===== src/rtl/updown_count_jk.sv =====
// Purpose : parametrised modulo-MODULUS up/down counter built from JK stages, with load, tc and wrap flags.
// Latency : count/wrap/load_err update one clock after inputs are sampled; tc is combinational.
// Backpressure: none; en=0 holds the count, load overrides en.
//
// Ports:
//   clk      rising-edge clock
//   rst      asynchronous active-high reset (count=0, wrap=0, load_err=0)
//   en       count enable
//   up       direction, 1 = increment, 0 = decrement
//   load     synchronous parallel load, overrides en
//   din      load value; values >= MODULUS saturate to MODULUS-1 and flag load_err
//   count    registered counter value
//   tc       terminal count: next enabled edge will wrap (for cascading)
//   wrap     one-cycle pulse coinciding with the wrapped count value
//   load_err one-cycle pulse coinciding with a saturated load
module updown_count_jk #(
    parameter int WIDTH   = 3,
    parameter int MODULUS = 8
) (
    input  logic             clk,
    input  logic             rst,
    input  logic             en,
    input  logic             up,
    input  logic             load,
    input  logic [WIDTH-1:0] din,
    output logic [WIDTH-1:0] count,
    output logic             tc,
    output logic             wrap,
    output logic             load_err
);

    // Illegal parameter sets stop elaboration.
    if (WIDTH < 2 || WIDTH > 16) begin : g_width_err
        $error("updown_count_jk: WIDTH must be in 2..16");
    end
    if (MODULUS < 2 || MODULUS > (1 << WIDTH)) begin : g_mod_err
        $error("updown_count_jk: MODULUS must be in 2..2**WIDTH");
    end

    localparam logic [WIDTH-1:0] MAX = WIDTH'(MODULUS - 1);

    logic [WIDTH-1:0] nxt;
    logic [WIDTH-1:0] j;
    logic [WIDTH-1:0] k;
    logic             wrap_nxt;
    logic             err_nxt;

    // Arithmetic next-state; priority load > en > hold.
    always_comb begin
        nxt      = count;
        wrap_nxt = 1'b0;
        err_nxt  = 1'b0;
        if (load) begin
            if (din > MAX) begin
                nxt     = MAX;
                err_nxt = 1'b1;
            end else begin
                nxt = din;
            end
        end else if (en) begin
            if (up) begin
                if (count == MAX) begin
                    nxt      = '0;
                    wrap_nxt = 1'b1;
                end else begin
                    nxt = count + 1'b1;
                end
            end else begin
                if (count == '0) begin
                    nxt      = MAX;
                    wrap_nxt = 1'b1;
                end else begin
                    nxt = count - 1'b1;
                end
            end
        end
    end

    // JK excitation: set bits going 0->1, reset bits going 1->0, leave the rest alone.
    assign j = nxt & ~count;
    assign k = ~nxt & count;

    // Characteristic equation Q+ = J~Q | ~KQ applied per bit.
    always_ff @(posedge clk or posedge rst) begin
        if (rst) begin
            count <= '0;
        end else begin
            count <= (j & ~count) | (~k & count);
        end
    end

    always_ff @(posedge clk or posedge rst) begin
        if (rst) begin
            wrap     <= 1'b0;
            load_err <= 1'b0;
        end else begin
            wrap     <= wrap_nxt;
            load_err <= err_nxt;
        end
    end

    assign tc = en & ~load & ((up & (count == MAX)) | (~up & (count == '0)));

endmodule


===== config.mk =====
export PLATFORM = sky130hd
export DESIGN_NAME = updown_count_jk
export DESIGN_NICKNAME = d
export VERILOG_FILES = /design/src/rtl/updown_count_jk.sv
export SDC_FILE = /design/constraint.sdc
export NUM_CORES = 1
export LEC_CHECK = 0
export BUFFER_PORTS_ARGS = -buffer_cell sky130_fd_sc_hd__buf_2
export CORE_AREA = 2 2 39 41
export DETAILED_ROUTE_END_ITERATION = 7
export DIE_AREA = 0 0 41 43
export SLEW_MARGIN = 20
export SYNTH_ARGS = -nofsm -noshare
export SYNTH_HDL_FRONTEND = slang
export SYNTH_SLANG_ARGS = --single-unit

===== constraint.sdc =====
create_clock -name clk -period 2.53 [get_ports clk]
set_input_delay 0.1265 -clock clk [delete_from_list [all_inputs] [get_ports clk]]
set_output_delay 0.1265 -clock clk [all_outputs]
set_load 0.005 [all_outputs]

* Yosys cells after proc, flatten, opt, wreduce, memory -nomap -nowiden
Cells that the tools add are included.
Cells by class: $add $sub $neg 2, magnitude comparators 1, equality and inequality tests 1, mux-type cells 13, bitwise operators 15, reduce and logical (&&, ||, !) cells 1
Operators by type and width (count):
- $mux 3 | 6
- $and 3x3->3 | 4
- $not 3->3 | 3
- $mux 1 | 7
- $and 1x1->1 | 4
- $add 3x1->3 const B | 1
- $eq 3x3->1 const B | 1
- $gt 3x3->1 const B | 1
- $logic_not 3->1 | 1
- $or 3x3->3 | 1
- $sub 3x1->3 const B | 1
- $not 1->1 | 2
- $or 1x1->1 | 1
Storage, ports and cells: register bits after elaboration 5, bits of input ports 8, output and inout port bits 6

* Logic depth before layout (Yosys ltp)
Gate-level depths: netlist of run 1.
depth after elaboration 10, mapped depth 5

* Least setup slack after synthesis of run 1
Ideal clock, no wire load.
kind flip-flop to flip-flop, start point reg count[0], end point reg count[0], setup time 64 ps, data arrival time 1363 ps, path slack 1102 ps, stages on the path, launching flop included 6, buffers on the path 0, cells stage by stage dfrtp_1 > inv_1 > ha_1 > or3b_4 > a221oi_2 > a211o_1
Between the ends: cells in the longest elaborated chain, start to end 10
RTL lines:
- start, declared | RTL line 26 | output logic [WIDTH-1:0] count,
- start signal, assigned | RTL line 88 | count <= (j & ~count) | (~k & count);
- $sub 3x1->3 (tied with other cells) | RTL line 73 | nxt = count - 1'b1;
- $mux 3, on equally long branches | RTL line 69, 62
- $mux 3 | RTL line 61 | if (up) begin
- $mux 3 | RTL line 60 | end else if (en) begin
- $mux 3 | RTL line 53 | if (load) begin
- $not 3->3 | RTL line 81 | assign k = ~nxt & count;
- $and 3x3->3 | RTL line 81
- $not 3->3 | RTL line 88
- $and 3x3->3 | RTL line 88
- $or 3x3->3 (*) | RTL line 88
Every way passes the cells marked *; elsewhere a longest branch is shown, timed or not.

* Worst setup path after layout of run 1
start point reg count[0], end point out tc
Between the ends: cells in the longest elaborated chain, start to end 4
RTL lines:
- $eq 3x3->1 / $logic_not 3->1 (equally long branches) | RTL line 102 | assign tc = en & ~load & ((up & (count == MAX)) | (~up & (count == '0)));
- $and 1x1->1 | RTL line 102
- $or 1x1->1 (*) | RTL line 102
- $and 1x1->1 (*) | RTL line 102
- end, declared | RTL line 27 | output logic tc,
Marked as above.

==> impl_metrics.tcl, run 1 <==
set metrics [dict create \
    placed_area_um2 399 \
    post_drt_wl_per_cell_um 9.22 \
    place_hpwl_um 486 \
    power_density_nw_per_um2 569 \
    routed_wl_um 599 \
    grt_max_degree 8 \
    dr.pass1.iters 3 \
    max-clock-path-buffers 2 \
    r2r-end "count[0]" \
    clk_pin_slew_ns 0.04 \
    ys_ff_latch 5 \
    antenna_left 0 \
    holdPathStages 2 \
    die_y_um 43 \
    p_leak_uw 0.000226 \
    ir_drop_uv 338 \
    area_delta_synth_final_pct 38.6 \
    slew_viol_final 0 \
    r2r-start "count[0]" \
    synth_cell_types 15 \
    worstRegToRegCells 5 \
    synth_warnings 0 \
    hold_viol 0 \
    highest_layer "met3" \
    root_buffer "clkbuf_4" \
    holdWs_ns 0.107 \
    initial_core_util 0.227 \
    critical_path_peak_fanout 4 \
    grt_pass1_vias 253 \
    cp_cell_sequence "inv_1, ha_1, or3b_4, a21oi_1, buf_2" \
    grt_use_total 0.0949 \
    grt_pass1_wl_mm 1.04 \
    status "completed" \
    vias 282 \
    post_cts_buffers 0 \
    die_x_um 41 \
    yosys-top-cells-count "a21oi_1 (5), dfrtp_1 (5), ha_1 (4)" \
    htreeDepth 1 \
    slowest_delay_ns 0.40 \
    crit_type "reg -> out" \
    synth_area_um2 314 \
    seq_area_um2 125 \
    synth_top_cell_by_area "dfrtp_1" \
    met1_length_um 269 \
    clk_latency_ns 0.24 \
    multi_input_area_um2 178 \
    core_area_um2 1380 \
    critPathRequiredTime_ns 2.40 \
    finalSetupTns_ns 0 \
    syn_area_per_cell_um2 10.1 \
    numCtsBuffers 3 \
    yosysSeqAreaShare 0.398 \
    grt_setup_unrepaired "false" \
    r2r_slack_ns 1.03 \
    design_area_um2 435 \
    timing.final.crit_share 0.676 \
    antenna_found_initial 0 \
    netlist_instances 31 \
    rows 14 \
    antenna_cells 0 \
    synth_fp_nets 43 \
    boundaryPins 14 \
    synthTopCellsByArea "dfrtp_1 (40%), ha_1 (16%), a21oi_1 (8.0%), a221oi_2 (4.8%), o31ai_1 (4.8%)" \
    crit_start "count[0]" \
    clkSinkCount 5 \
    crit_path_top_delay_cell "dfrtp_1" \
    max_freq_mhz 585 \
    finalNetCount 62 \
    vias_per_cell 4.34 \
    startpoint_type "flop" \
    skew_ns 0.00622 \
    synth_top_cell_area_share 0.398 \
    port_buffers 13 \
    async_reset_ff_frac 1.00 \
    synth_edf_count 0 \
    gr-total-overflow 0 \
    critPathCaptureType "output pin" \
    final_util 0.315 \
    num-fill-cells 156 \
    setup_violations 0 \
    maxCapViolCount 0 \
    hold_path_end "count[0]" \
    post-route-min-period_ns 1.71 \
    wl_met2_um 269 \
    drc 0 \
    holdBufCountCts 1 \
    met3_length_um 60 \
    drt-initial-drc-count 3 \
    cts_tree "done" \
    hp-start "din[0]" \
    cts_resized 0 \
    critPathArrivalTime_ns 1.58 \
    hold_class "in -> reg" \
    globalplace.congestion 0.679 \
    ys.flop_type "dfrtp_1" \
    drive_above_1_share 0.367 \
    dieArea_um2 1760 \
]
## cells in the final DEF, fill, tap and decap left out, drive strengths merged, types with 2 or more instances in the layout
cell type | netlist | routed
nand2 | 2 | 2
buf | 0 | 13
inv | 3 | 3
o31ai | 2 | 2
a21oi | 5 | 5
dfrtp | 5 | 5
nand2b | 2 | 2
clkbuf | 0 | 4
ha | 4 | 4
## state kept, by name (all words and copies together), names as in the netlist
register / flops
load_err: 1
count: 3
wrap: 1
## layout make-up
type | instances | area share
Tap cell | 16 | 0.0460
Clock buffer | 4 | 0.0603
Sequential cell | 5 | 0.287
Inverter | 3 | 0.0259
Timing Repair Buffer | 14 | 0.172
Multi-Input combinational cell | 23 | 0.408
## metal layers
layer | vias up | global-route usage
li1 | 145 | -
met1 | 126 | 0.115
met2 | 11 | 0.119
met3 | 0 | 0.0785
met4 | 0 | 0.0400
met5 | - | 0
## report_power, final
part	internal [uW]	leakage [uW]	switching [uW]
sequential	88.0	0.0000608	8.78
clock	59.5	0.0000150	31.7
combinational	30.9	0.000150	29.0
## cell families (layout without fill, tap and decap cells)
kind of cell	Yosys count	in the layout	share of synthesized area
other	1	1	0.0119
AO/OA/AOI/OAI	10	10	0.219
XOR/XNOR	1	1	0.0279
AND/OR/NAND/NOR	6	6	0.116
flip-flops	5	5	0.398
adder cells (fa/ha/maj)	4	4	0.159
multiplexers	1	1	0.0319
buffers and inverters	3	21	0.0359
## worst max-delay path, delay by kind of cell (launching register included)
| family | cells | cell delay, ns |
|---|---|---|
| DFF | 1 | 0.40 |
| and+or+nand+nor | 1 | 0.39 |
| buffers and inverters | 2 | 0.25 |
| adders and majority gates | 1 | 0.17 |
| AOI/OAI and AO/OA | 1 | 0.13 |
## through the flow
stage / setup WS, ns / cells / total power, uW
floorplan: 1.10 / 31 / 133
global placement: 1.04 / 60 / 156
detailed placement: 1.03 / 60 / 158
CTS: 0.794 / 65 / 255
global route: 0.714 / 65 / 276
finish: 0.820 / 65 / 248
## how the worst max path moves through the flow
stage and end:
3_5_place_dp count[0], 6_report tc, 4_1_cts tc, 2_1_floorplan count[0], 3_3_place_gp count[0], 5_1_grt tc
No activity file was read; power rests on OpenSTA's default activity.
==> run 2, diff against run 1 <==
==> constraint.sdc (replaced) <==
create_clock -name clk -period 1.7 [get_ports clk]
set_input_delay 0.085 -clock clk [delete_from_list [all_inputs] [get_ports clk]]
set_output_delay 0.085 -clock clk [all_outputs]
set_load 0.005 [all_outputs]
==> run 2 against run 1 <==
Against the previous run:
- register-to-register slack worse by 0.91 ns
- critical path type unchanged
- clock-buffer cell count unchanged
- flip-flop and latch count did not move
- largest power group unchanged
- first-iteration DRC count rose by 67%
- setup slack worse by 0.75 ns
==> impl_metrics.tcl, run 2 (synthesized netlist as in run 1, its figures left out) <==
set metrics [dict create \
    critPathRequiredTime_ns 1.62 \
    clk_pin_slew_ns 0.04 \
    rows 14 \
    status "completed" \
    drc 0 \
    clkSinkCount 5 \
    gr-total-overflow 0 \
    grt_use_total 0.107 \
    area_delta_synth_final_pct 53.4 \
    htreeDepth 1 \
    finalNetCount 66 \
    routed_wl_um 725 \
    post-route-min-period_ns 1.63 \
    core_area_um2 1380 \
    p_leak_uw 0.000243 \
    layout_commonest_cell "buf_2" \
    dieArea_um2 1760 \
    antenna_found_initial 0 \
    hold_viol 0 \
    finalSetupTns_ns 0 \
    critical_path_peak_fanout 4 \
    numCtsBuffers 3 \
    max_freq_mhz 614 \
    slew_viol_final 0 \
    drt-initial-drc-count 5 \
    globalplace.congestion 0.781 \
    vias 308 \
    power_density_nw_per_um2 826 \
    grt_max_degree 8 \
    largest_register "count" \
    ir_drop_uv 472 \
    die_x_um 41 \
    root_buffer "clkbuf_4" \
    crit_type "reg -> out" \
    top_regs "count (3), load_err (1), wrap (1)" \
    boundaryPins 14 \
    use_met1 0.132 \
    grt_pass1_vias 278 \
    maxCapViolCount 0 \
    critPathCaptureType "output pin" \
    hold_class "in -> reg" \
    met2_usage 0.150 \
    skew_ns 0.00900 \
    dr.pass1.iters 4 \
    post_drt_wl_per_cell_um 10.5 \
    grt.busiest_layer "met2" \
    drive_above_1_share 0.491 \
    num-fill-cells 160 \
    cts_tree "done" \
    critPathArrivalTime_ns 1.54 \
    pre_cts_ws_ns 0.182 \
    max-clock-path-buffers 2 \
    clk_latency_ns 0.24 \
    grtUsageMet3 0.0785 \
    grt_pass1_wl_mm 1.21 \
    mostFrequentLayoutCells "buf_2 (13), dfrtp_1 (5), a21oi_1 (4), buf_4 (4)" \
    antenna_cells 0 \
    place_hpwl_um 519 \
    vias_per_cell 4.46 \
    port_buffers 13 \
    startpoint_type "flop" \
    timing.final.crit_share 0.958 \
    grt_setup_unrepaired "true" \
    initial_core_util 0.227 \
    setup_slack_ns 0.0717 \
    setup_violations 0 \
    largest_reg_flops 3 \
    die_y_um 43 \
    antenna_left 0 \
]
==> run 2: through the flow <==
step	utilization	total power, uW	std cells	area, um2	hold WS [ns]
final	0.348	398	69	482	0.0627
after global routing	0.348	442	69	482	0.0549
after CTS	0.317	382	65	439	0.0573
after detailed placement	0.288	235	60	399	-0.0141
after global placement	0.288	234	60	399	-0.0128
after floorplan	-	198	31	314	-0.136
==> run 2: worst paths after layout <==
check	end	from	slack [ns]	depth (start not counted)
setup / recovery	tc	count[1]	0.07	5
hold reg to reg	count[1]	count[1]	0.69	2
hold / removal	count[0]	din[0]	0.06	2
setup reg to reg	count[0]	count[1]	0.12	6
max in group asynchronous	count[0]	rst	1.25	3
min in group asynchronous	count[2]	rst	0.28	3
==> run 2: what timing repair did <==
| item | in CTS | in global routing |
|---|---|---|
| buffers inserted | 0 | 4 |
| hold buffers | 1 | 0 |
| resized for setup | 2 | 3 |
| pin swaps | 0 | 2 |
| setup endpoints to repair | 1 | 1 |
| endpoints found under the hold margin | 5 | 0 |
==> run 2: layer usage <==
metal	part of all wire	vias to the layer above
met5	0	-
met4	0	0
met3	0.088	0
met2	0.47	15
met1	0.44	141
li1	-	152
==> run 2: layout make-up <==
type	count	area, um2	area share
repair buffers	18	105	0.218
multi-input cells	23	194	0.403
clock buffers	4	26.3	0.0545
well taps	16	20.0	0.0416
inverters	3	11.3	0.0234
flip-flops and latches	5	125	0.260
==> run 2: worst max-delay path: stages, from the launching register on <==
cell	delay [ns]
dfrtp_1	0.42
inv_2	0.10
ha_4	0.14
or3b_4	0.38
a21oi_2	0.15
buf_2	0.12
==> run 2: power breakdown <==
group	leakage, uW	internal, uW	switching, uW
Combinational	0.000167	64.6	51.2
Clock	0.0000150	88.6	47.6
Sequential	0.0000608	131	14.9
Total	0.000243	284	114
==> run 3, diff against run 2 <==
--- a/config.mk
+++ b/config.mk
@@ -6,7 +6,9 @@
 export NUM_CORES = 1
 export LEC_CHECK = 0
 export BUFFER_PORTS_ARGS = -buffer_cell sky130_fd_sc_hd__buf_2
+export CAP_MARGIN = 15
 export CORE_AREA = 2 2 39 41
+export CTS_BUF_LIST = sky130_fd_sc_hd__clkbuf_8 sky130_fd_sc_hd__clkbuf_16
 export DETAILED_ROUTE_END_ITERATION = 7
 export DIE_AREA = 0 0 41 43
 export SLEW_MARGIN = 20
==> run 3 against run 2 <==
Against the previous run:
- non-clock buffer count is 2 lower
- largest cell class unchanged
- die area stayed put
- global-route usage is 0.10 points lower
- critical endpoint unchanged
- critical path depth stayed put
- critical path type unchanged
- sequential power hardly changed
==> impl_metrics.tcl, run 3 (synthesized netlist as in run 1, its figures left out) <==
set metrics [dict create \
    mostFrequentLayoutCells "buf_2 (13), dfrtp_1 (5), a21oi_1 (4)" \
    clk_pin_slew_ns 0.03 \
    setup_slack_ns 0.0414 \
    antenna_found_initial 0 \
    dr.pass1.iters 4 \
    crit_start "count[0]" \
    crit_end "tc" \
    core_area_um2 1380 \
    setup_violations 0 \
    slowest_delay_ns 0.41 \
    numCtsBuffers 3 \
    dp.cells 60 \
    globalplace.congestion 0.781 \
    post_drt_wl_per_cell_um 10.6 \
    boundaryPins 14 \
    root_buffer "clkbuf_8" \
    rows 14 \
    port_buffers 13 \
    finalNetCount 64 \
    crit_type "reg -> out" \
    holdWs_ns 0.0842 \
    largest_reg_flops 3 \
    drt-initial-drc-count 5 \
    placed_area_um2 399 \
    pre_cts_ws_ns 0.182 \
    die_x_um 41 \
    skew_ns 0.00648 \
    top_regs "count (3), load_err (1), wrap (1)" \
    grt_max_degree 8 \
    htreeDepth 1 \
    clkSinkCount 5 \
    finalSetupTns_ns 0 \
    vias_per_cell 4.36 \
    cts_tree "done" \
    startpoint_type "flop" \
    status "completed" \
    critPathArrivalTime_ns 1.57 \
    grt_pass1_vias 274 \
    worstRegToRegCells 5 \
    max-clock-path-buffers 2 \
    hold_class "in -> reg" \
    r2r_slack_ns 0.18 \
    timing.final.crit_share 0.976 \
    largest_register "count" \
    slew_viol_final 0 \
    die_y_um 43 \
    area_delta_synth_final_pct 51.4 \
    maxCapViolCount 0 \
    antenna_cells 0 \
    stdcell_count 67 \
    clk_latency_ns 0.22 \
    initial_core_util 0.227 \
    critPathCaptureType "output pin" \
    grt_pass1_wl_mm 1.19 \
    design_area_um2 475 \
    ir_drop_uv 571 \
    power_density_nw_per_um2 960 \
    antenna_left 0 \
    critical_path_peak_fanout 4 \
    layout_commonest_cell "buf_2" \
    vias 292 \
    max_freq_mhz 603 \
    place_hpwl_um 519 \
    grt_use_total 0.106 \
    hold_viol 0 \
    r2r-start "count[0]" \
    cp_cell_sequence "inv_2, ha_2, or3b_4, a21oi_2, buf_2" \
    drive_above_1_share 0.471 \
    drc 0 \
    crit_path_top_delay_cell "dfrtp_1" \
    critPathRequiredTime_ns 1.62 \
    gr-total-overflow 0 \
    dieArea_um2 1760 \
    r2r-end "count[0]" \
    routed_wl_um 708 \
    post-route-min-period_ns 1.66 \
    p_leak_uw 0.000244 \
]
## run 3: changes by cell type in the layout (fill, tap and decap cells not counted), sizes merged
cell / delta
buf: -2
inv: +1
clkbuf: -1
## run 3: how the worst min path moves through the flow
stage	slack [ns]	start	depth (start not counted)	endpoint
6_report	0.08	din[0]	2	count[0]
5_1_grt	0.09	din[0]	2	count[0]
4_1_cts	0.08	din[0]	2	count[0]
3_5_place_dp	-0.01	rst	2	wrap
3_3_place_gp	-0.01	rst	2	wrap
2_1_floorplan	-0.14	rst	1	count[0]
## run 3: timing repair
action,4_1_cts,5_1_grt
gates resized for setup,1,3
endpoints found under the setup margin,1,1
hold buffers,1,0
buffers inserted,0,2
endpoints found under the hold margin,5,0
gates cloned,0,0
## run 3: final cells by class
| type | instances | area, um2 |
|---|---|---|
| Clock inverter | 1 | 3.75 |
| Multi-Input combinational cell | 23 | 184 |
| Inverter | 3 | 11.3 |
| Clock buffer | 3 | 41.3 |
| Timing Repair Buffer | 16 | 90.1 |
| Tap cell | 16 | 20.0 |
| Fill cell | 159 | 908 |
| Sequential cell | 5 | 125 |
## run 3: per-stage QoR
stage               power (uW)  utilization
finish                     456        0.344
global route               499        0.344
CTS                        455        0.328
detailed placement         235        0.288
global placement           234        0.288
floorplan                  198            -
## run 3: metal layers
layer,wire [um],global-route usage,part of all wire
met5,0,0,0
met4,0,0.0200,0
met3,69,0.0942,0.097
met2,332,0.138,0.47
met1,306,0.132,0.43
## run 3: where the power goes
part	internal (uW)	switching, uW	leakage, uW
registers	131	14.6	0.0000608
clock network	154	55.1	0.0000269
logic	54.4	46.4	0.000157
total	340	116	0.000244
## run 3: worst max-delay path: cells and delay by family (launching register included)
family	cells	cell delay, ns
compound gates	1	0.14
buf+inv	2	0.21
flops	1	0.41
simple gates	1	0.40
fa+ha+maj	1	0.18
